[config.mk]
export PLATFORM = sky130hd
export DESIGN_NAME = muldiv_unit
export DESIGN_NICKNAME = d
export VERILOG_FILES = /design/src/rtl/muldiv_unit.sv
export SDC_FILE = /design/constraint.sdc
export NUM_CORES = 1
export LEC_CHECK = 0
export ABC_CLOCK_PERIOD_IN_PS = 6600
export CAP_MARGIN = 20
export CORE_ASPECT_RATIO = 0.6
export CORE_UTILIZATION = 55
export DETAILED_ROUTE_END_ITERATION = 12
export GPL_TIMING_DRIVEN = 0
export PLACE_DENSITY = 0.79
export SYNTH_ARGS = -nofsm -noshare
export SYNTH_HDL_FRONTEND = slang
export SYNTH_SLANG_ARGS = --single-unit
[constraint.sdc]
create_clock -name clk -period 6.6 [get_ports clk]
set_input_delay 1.65 -clock clk [delete_from_list [all_inputs] [get_ports clk]]
set_output_delay 1.65 -clock clk [all_outputs]
set_load 0.03 [all_outputs]
[src/rtl/muldiv_unit.sv]
// muldiv_unit: iterative multiply/divide unit with architectural HI/LO.
// Multiply is radix-2 shift-add and divide is restoring division, one bit
// per cycle. A request is accepted only in IDLE. The unit is busy for
// WIDTH+1 cycles and then pulses done for one cycle.
//
// state | meaning
// IDLE  | waiting for start; mthi/mtlo write HI/LO here
// RUN   | one multiply/divide iteration per cycle, WIDTH cycles
// FIX   | sign correction, HI/LO write-back
//
// Ports:
//   clk, reset   clock and synchronous active-high reset
//   start, funct request strobe and R-type funct field
//   a, b         rs / rt operands
//   busy, done   operation in flight / one-cycle completion pulse
//   stall        start presented while busy
//   hi, lo       architectural HI/LO registers
//   rdata        mfhi/mflo read data (zero for any other funct)
module muldiv_unit #(
  parameter  int WIDTH = 32,
  localparam int CNTW  = $clog2(WIDTH + 1)
) (
  input  logic             clk,
  input  logic             reset,
  input  logic             start,
  input  logic [5:0]       funct,
  input  logic [WIDTH-1:0] a,
  input  logic [WIDTH-1:0] b,
  output logic             busy,
  output logic             done,
  output logic             stall,
  output logic [WIDTH-1:0] hi,
  output logic [WIDTH-1:0] lo,
  output logic [WIDTH-1:0] rdata
);

  localparam logic [5:0] F_MFHI  = 6'b010000;
  localparam logic [5:0] F_MTHI  = 6'b010001;
  localparam logic [5:0] F_MFLO  = 6'b010010;
  localparam logic [5:0] F_MTLO  = 6'b010011;
  localparam logic [5:0] F_MULT  = 6'b011000;
  localparam logic [5:0] F_MULTU = 6'b011001;
  localparam logic [5:0] F_DIV   = 6'b011010;
  localparam logic [5:0] F_DIVU  = 6'b011011;

  localparam logic [CNTW-1:0] CNT_LAST = CNTW'(WIDTH - 1);
  localparam logic [CNTW-1:0] CNT_ONE  = CNTW'(1);

  typedef enum logic [1:0] {S_IDLE, S_RUN, S_FIX} state_t;

  state_t state, state_nx;

  logic [CNTW-1:0]  cnt;
  logic             op_div;
  logic             neg_res;   // quotient / product must be negated
  logic             neg_rem;   // remainder takes the dividend's sign
  logic             div0;
  logic [WIDTH-1:0] opnd;      // multiplicand or divisor magnitude
  logic [WIDTH-1:0] acc_hi;    // partial product high half / remainder
  logic [WIDTH-1:0] acc_lo;    // multiplier bits / dividend-quotient

  // request decode
  logic is_mul, is_div, is_signed, accept;
  logic a_neg, b_neg;
  logic [WIDTH-1:0] mag_a, mag_b;

  assign is_mul    = (funct == F_MULT) || (funct == F_MULTU);
  assign is_div    = (funct == F_DIV)  || (funct == F_DIVU);
  assign is_signed = (funct == F_MULT) || (funct == F_DIV);
  assign accept    = (state == S_IDLE) && start && (is_mul || is_div);

  assign a_neg = is_signed && a[WIDTH-1];
  assign b_neg = is_signed && b[WIDTH-1];
  assign mag_a = a_neg ? -a : a;
  assign mag_b = b_neg ? -b : b;

  // one shift-add step: add multiplicand if the current multiplier bit is
  // set, then shift {carry, sum, multiplier} right by one
  logic [WIDTH:0] mul_sum;
  assign mul_sum = {1'b0, acc_hi} + {1'b0, (acc_lo[0] ? opnd : '0)};

  // one restoring-divide step on the remainder shifted left with the next
  // dividend bit; the compare is done at WIDTH+1 bits so it cannot wrap
  logic [WIDTH:0]   div_shift;
  logic             div_ok;
  logic [WIDTH-1:0] div_diff;
  assign div_shift = {acc_hi, acc_lo[WIDTH-1]};
  assign div_ok    = (div_shift >= {1'b0, opnd});
  assign div_diff  = div_shift[WIDTH-1:0] - opnd;

  // sign correction applied in FIX
  logic [2*WIDTH-1:0] prod, prod_fix;
  logic [WIDTH-1:0]   quo_fix, rem_fix;
  assign prod     = {acc_hi, acc_lo};
  assign prod_fix = neg_res ? -prod : prod;
  assign quo_fix  = neg_res ? -acc_lo : acc_lo;
  assign rem_fix  = neg_rem ? -acc_hi : acc_hi;

  // FSM: state register
  always_ff @(posedge clk) begin
    if (reset) state <= S_IDLE;
    else       state <= state_nx;
  end

  // FSM: next state
  always_comb begin
    state_nx = state;
    case (state)
      S_IDLE:  if (accept) state_nx = S_RUN;
      S_RUN:   if (cnt == CNT_LAST) state_nx = S_FIX;
      S_FIX:   state_nx = S_IDLE;
      default: state_nx = S_IDLE;
    endcase
  end

  // FSM: outputs
  always_comb begin
    busy = (state == S_RUN) || (state == S_FIX);
  end

  assign stall = start && busy;

  always_comb begin
    case (funct)
      F_MFHI:  rdata = hi;
      F_MFLO:  rdata = lo;
      default: rdata = '0;
    endcase
  end

  // datapath and architectural registers
  always_ff @(posedge clk) begin
    if (reset) begin
      cnt     <= '0;
      op_div  <= 1'b0;
      neg_res <= 1'b0;
      neg_rem <= 1'b0;
      div0    <= 1'b0;
      opnd    <= '0;
      acc_hi  <= '0;
      acc_lo  <= '0;
      hi      <= '0;
      lo      <= '0;
      done    <= 1'b0;
    end else begin
      done <= (state == S_FIX);
      case (state)
        S_IDLE: begin
          if (accept) begin
            cnt     <= '0;
            op_div  <= is_div;
            neg_res <= a_neg ^ b_neg;
            neg_rem <= a_neg;
            div0    <= (b == '0);
            opnd    <= mag_b;
            acc_hi  <= '0;
            acc_lo  <= mag_a;
          end else if (start && funct == F_MTHI) begin
            hi <= a;
          end else if (start && funct == F_MTLO) begin
            lo <= a;
          end
        end
        S_RUN: begin
          cnt <= cnt + CNT_ONE;
          if (op_div) begin
            acc_hi <= div_ok ? div_diff : div_shift[WIDTH-1:0];
            acc_lo <= {acc_lo[WIDTH-2:0], div_ok};
          end else begin
            acc_hi <= mul_sum[WIDTH:1];
            acc_lo <= {mul_sum[0], acc_lo[WIDTH-1:1]};
          end
        end
        S_FIX: begin
          if (op_div) begin
            // with a zero divisor the remainder path already yields |a|,
            // which the dividend-sign fix turns back into a
            lo <= div0 ? '1 : quo_fix;
            hi <= rem_fix;
          end else begin
            {hi, lo} <= prod_fix;
          end
        end
        default: ;
      endcase
    end
  end

endmodule

==> impl_metrics.yaml, run 1 <==
synth:
  synth_cells: 1933
  ys_ff_latch: 173
  synth_area_sq_um: 14310
  syn_nets: 2080
  syn_area_per_cell_sq_um: 7.402
  async_reset_ff_frac: 0
  yosysWarnings: 0
  synthFlopType: "dfxtp_1"
  ys_seq_area_frac: 0.2420
  synth_edf_count: 0
  ys_types: 72
worst_setup_path:
  crit_start: "funct[5]"
  arrival_ns: 4.39
  crit_path_start_kind: "input port"
  required_ns: 4.95
  critPathCaptureType: "output port"
  cp_common_cell: "clkdlybuf4s50_1"
  crit_type: "in2out"
  slowest_stage: "clkdlybuf4s50_1"
  crit_path_max_incr_delay_ns: 0.71
  r2r_start: "opnd[4]$_SDFFE_PP0P_"
  crit_chain: "clkdlybuf4s50_1, nor4b_1, nand2b_1, clkbuf_1, nor2_1, clkdlybuf4s50_1"
  crit_fanout: 10
timing:
  hold_viol: 0
  max-slew-margin-rel: 0.2384
  setup_viol: 0
  clock.fmax_mhz: 165.6
  rsz0062_at_grt: "false"
  finalClockSkew_ns: 0.01154
  finalCritPeriodShare: 0.9152
  final.setup.tns_ns: 0
  worst_slew_pin_slew_ns: 1.128
  min_period_ns: 6.040
  finalMaxSlewViolations: 0
hold_path:
  min-delay-start: "opnd[31]$_SDFFE_PP0P_"
  hold_path.class: "reg2reg"
job:
  maxCapViolations: 0
drt:
  first_iter_violations: 2323
  route.met2.wl_microns: 21890
  detail_route.wirelength_microns: 60690
  ant_nets: 0
  firstDrtPassIters: 8
  via_count: 16430
  top_layer: "met5"
  wl_met3_microns: 11720
  drc: 0
  wl_met1_microns: 26260
  wl_per_cell_microns: 24.41
  viasPerCell: 6.607
grt:
  grt_usage: 0.4462
  grt_pass1_vias: 14540
  grt_pass1_wl_microns: 89590
  grt_max_degree: 18
  antenna_found_initial: 1
  grt-ovfl-total: 0
cells_and_area:
  multi_input_area_sq_um: 10140
  mostFrequentLayoutCell: "nor2_1"
  fillers: 2205
  layout_common_cells: "238 x nor2_1, 201 x nand2_1, 181 x a21oi_1"
  drive_gt1_frac: 0.02952
  register_area_sq_um: 3463
  diodes: 0
  synthToLayoutAreaGrowth_pct: 19.19
  nNetsFinal: 2268
die:
  rows: 45
  die_h_microns: 126.9
  start_util: 0.5635
  dieArea_sq_um: 26690
  ios: 172
  core_sq_um: 25390
  die_w_microns: 210.2
place:
  hpwlAfterDp_microns: 48450
  place_congestion: 1.048
  portBuffers: 169
clock_tree:
  ctsHoldBuffers: 0
  cts_buffer_depth: 2
  cts_buffers: 17
  cts_max_level: 4
  cts_resized: 0
  numClockSinks: 173
  cts_tree: "built"
  cts_setup_buffers: 0
  clk_pin_slew_ns: 0.07
  cts-root-buf: "clkbuf_16"
  clkLatencyLatePin_ns: 0.47
power_and_ir_drop:
  total_power_mw: 2.958
  power_leakage_nw: 6.494
  ir_worst_vdd_uv: 177.6
  power_density_nw_per_um2: 173.4
outcome:
  status: "complete, no violations"
-- cell usage after synthesis (7+ instances only) --
library cell	number	share of area
nor2_1	238	0.062
nand2_1	201	0.053
a21oi_1	181	0.063
dfxtp_1	173	0.24
clkbuf_1	115	0.030
o21ai_0	109	0.038
xor2_1	89	0.054
mux2i_1	86	0.060
xnor2_1	80	0.049
a211oi_1	79	0.041
ha_1	72	0.063
inv_1	57	0.015
a21o_1	38	0.020
o211ai_1	33	0.017
or3_1	32	0.014
nand3_1	29	0.010
nor3_1	28	0.0098
o31ai_1	27	0.014
o221ai_1	24	0.015
nor4_1	19	0.0083
nand4_1	16	0.0070
a31oi_1	13	0.0057
nand2b_1	12	0.0052
o41ai_1	12	0.0073
buf_1	11	0.0029
or4_1	11	0.0058
a22o_1	10	0.0061
and2_1	10	0.0044
a311oi_1	9	0.0055
nor2b_1	9	0.0039
o21a_1	9	0.0047
a22oi_1	8	0.0042
or2_2	8	0.0035
and3_1	7	0.0031
o21bai_1	7	0.0037
-- power breakdown --
part           switching, mW  internal, mW
Sequential            0.0301          1.07
Combinational          0.521         0.251
Clock                  0.506         0.582
-- logic make-up (layout without fill, tap and decap cells) --
group           count (synthesis)  in the layout  synth area share
compound gates                605            605            0.2755
buf+inv                       186            387           0.04940
xor+xnor                      169            169            0.1034
simple gates                  637            637            0.2013
fa+ha+maj                      74             74           0.06576
flops                         173            173            0.2420
mux                            89             89           0.06252
-- registers in the layout (all words and copies together), names as in the netlist, 2 cells and up --
| name | cells |
|---|---|
| acc_hi | 32 |
| acc_lo | 32 |
| cnt | 6 |
| hi | 32 |
| lo | 32 |
| opnd | 32 |
| state | 2 |
-- through the flow --
stage	setup WS [ns]	util	hold slack [ns]	cell area, sq um	std cells
after global placement	0.7123	0.6475	0.4459	16440	2454
after global routing	0.3662	0.6716	0.4944	17060	2486
after CTS	0.6673	0.6716	0.4602	17060	2486
after floorplan	1.951	-	0.4319	14310	1933
after detailed placement	0.6863	0.6476	0.4523	16450	2454
final	0.5599	0.6716	0.4627	17060	2486
-- metal layers --
metal | vias to the layer above | global-route usage
met2 | 1234 | 0.5551
li1 | 7397 | -
met4 | 2 | 0.07385
met5 | - | 0.02722
met1 | 7714 | 0.6617
met3 | 79 | 0.2300
-- area by class of cell --
class / instances / area share
multi-input cells: 1574 / 0.5947
flip-flops and latches: 173 / 0.2031
repair buffers: 169 / 0.09919
plain buffers: 128 / 0.02868
well taps: 352 / 0.02582
clock buffers: 18 / 0.02575
inverters: 58 / 0.01277
clock inverters: 14 / 0.009977
-- worst paths after layout --
path                             to  slack, ns  cells after the start
max                       rdata[12]       0.56                      6
min           opnd[31]$_SDFFE_PP0P_       0.46                      2
max reg2reg  acc_lo[0]$_SDFFE_PP0P_       1.58                     13
min reg2reg   opnd[31]$_SDFFE_PP0P_       0.46                      2
-- worst max-delay path: cells and delay by family --
| kind | cells | cell delay (ns) |
|---|---|---|
| buffers and inverters | 3 | 1.54 |
| and+or+nand+nor | 3 | 1.19 |
Power figures use the tool's default switching activity.
==> run 2: changes to the inputs <==
--- a/config.mk
+++ b/config.mk
@@ -5,7 +5,7 @@
 export SDC_FILE = /design/constraint.sdc
 export NUM_CORES = 1
 export LEC_CHECK = 0
-export ABC_CLOCK_PERIOD_IN_PS = 6600
+export ABC_CLOCK_PERIOD_IN_PS = 7450
 export CAP_MARGIN = 20
 export CORE_ASPECT_RATIO = 0.6
 export CORE_UTILIZATION = 55
==> constraint.sdc (replaced) <==
create_clock -name clk -period 7.45 [get_ports clk]
set_input_delay 1.8625 -clock clk [delete_from_list [all_inputs] [get_ports clk]]
set_output_delay 1.8625 -clock clk [all_outputs]
set_load 0.03 [all_outputs]
==> results of run 2 <==
The final DEF is identical to that of run 1. Status: complete, no violations.
Main changes from that run: setup slack after placement 0.6863 ns -> 1.111 ns; setup slack after layout 0.5599 ns -> 0.9849 ns; register-to-register setup slack 1.58 ns -> 2.43 ns; total power 2.958 mW -> 2.620 mW; worst IR drop on VDD 177.6 uV -> 157.3 uV
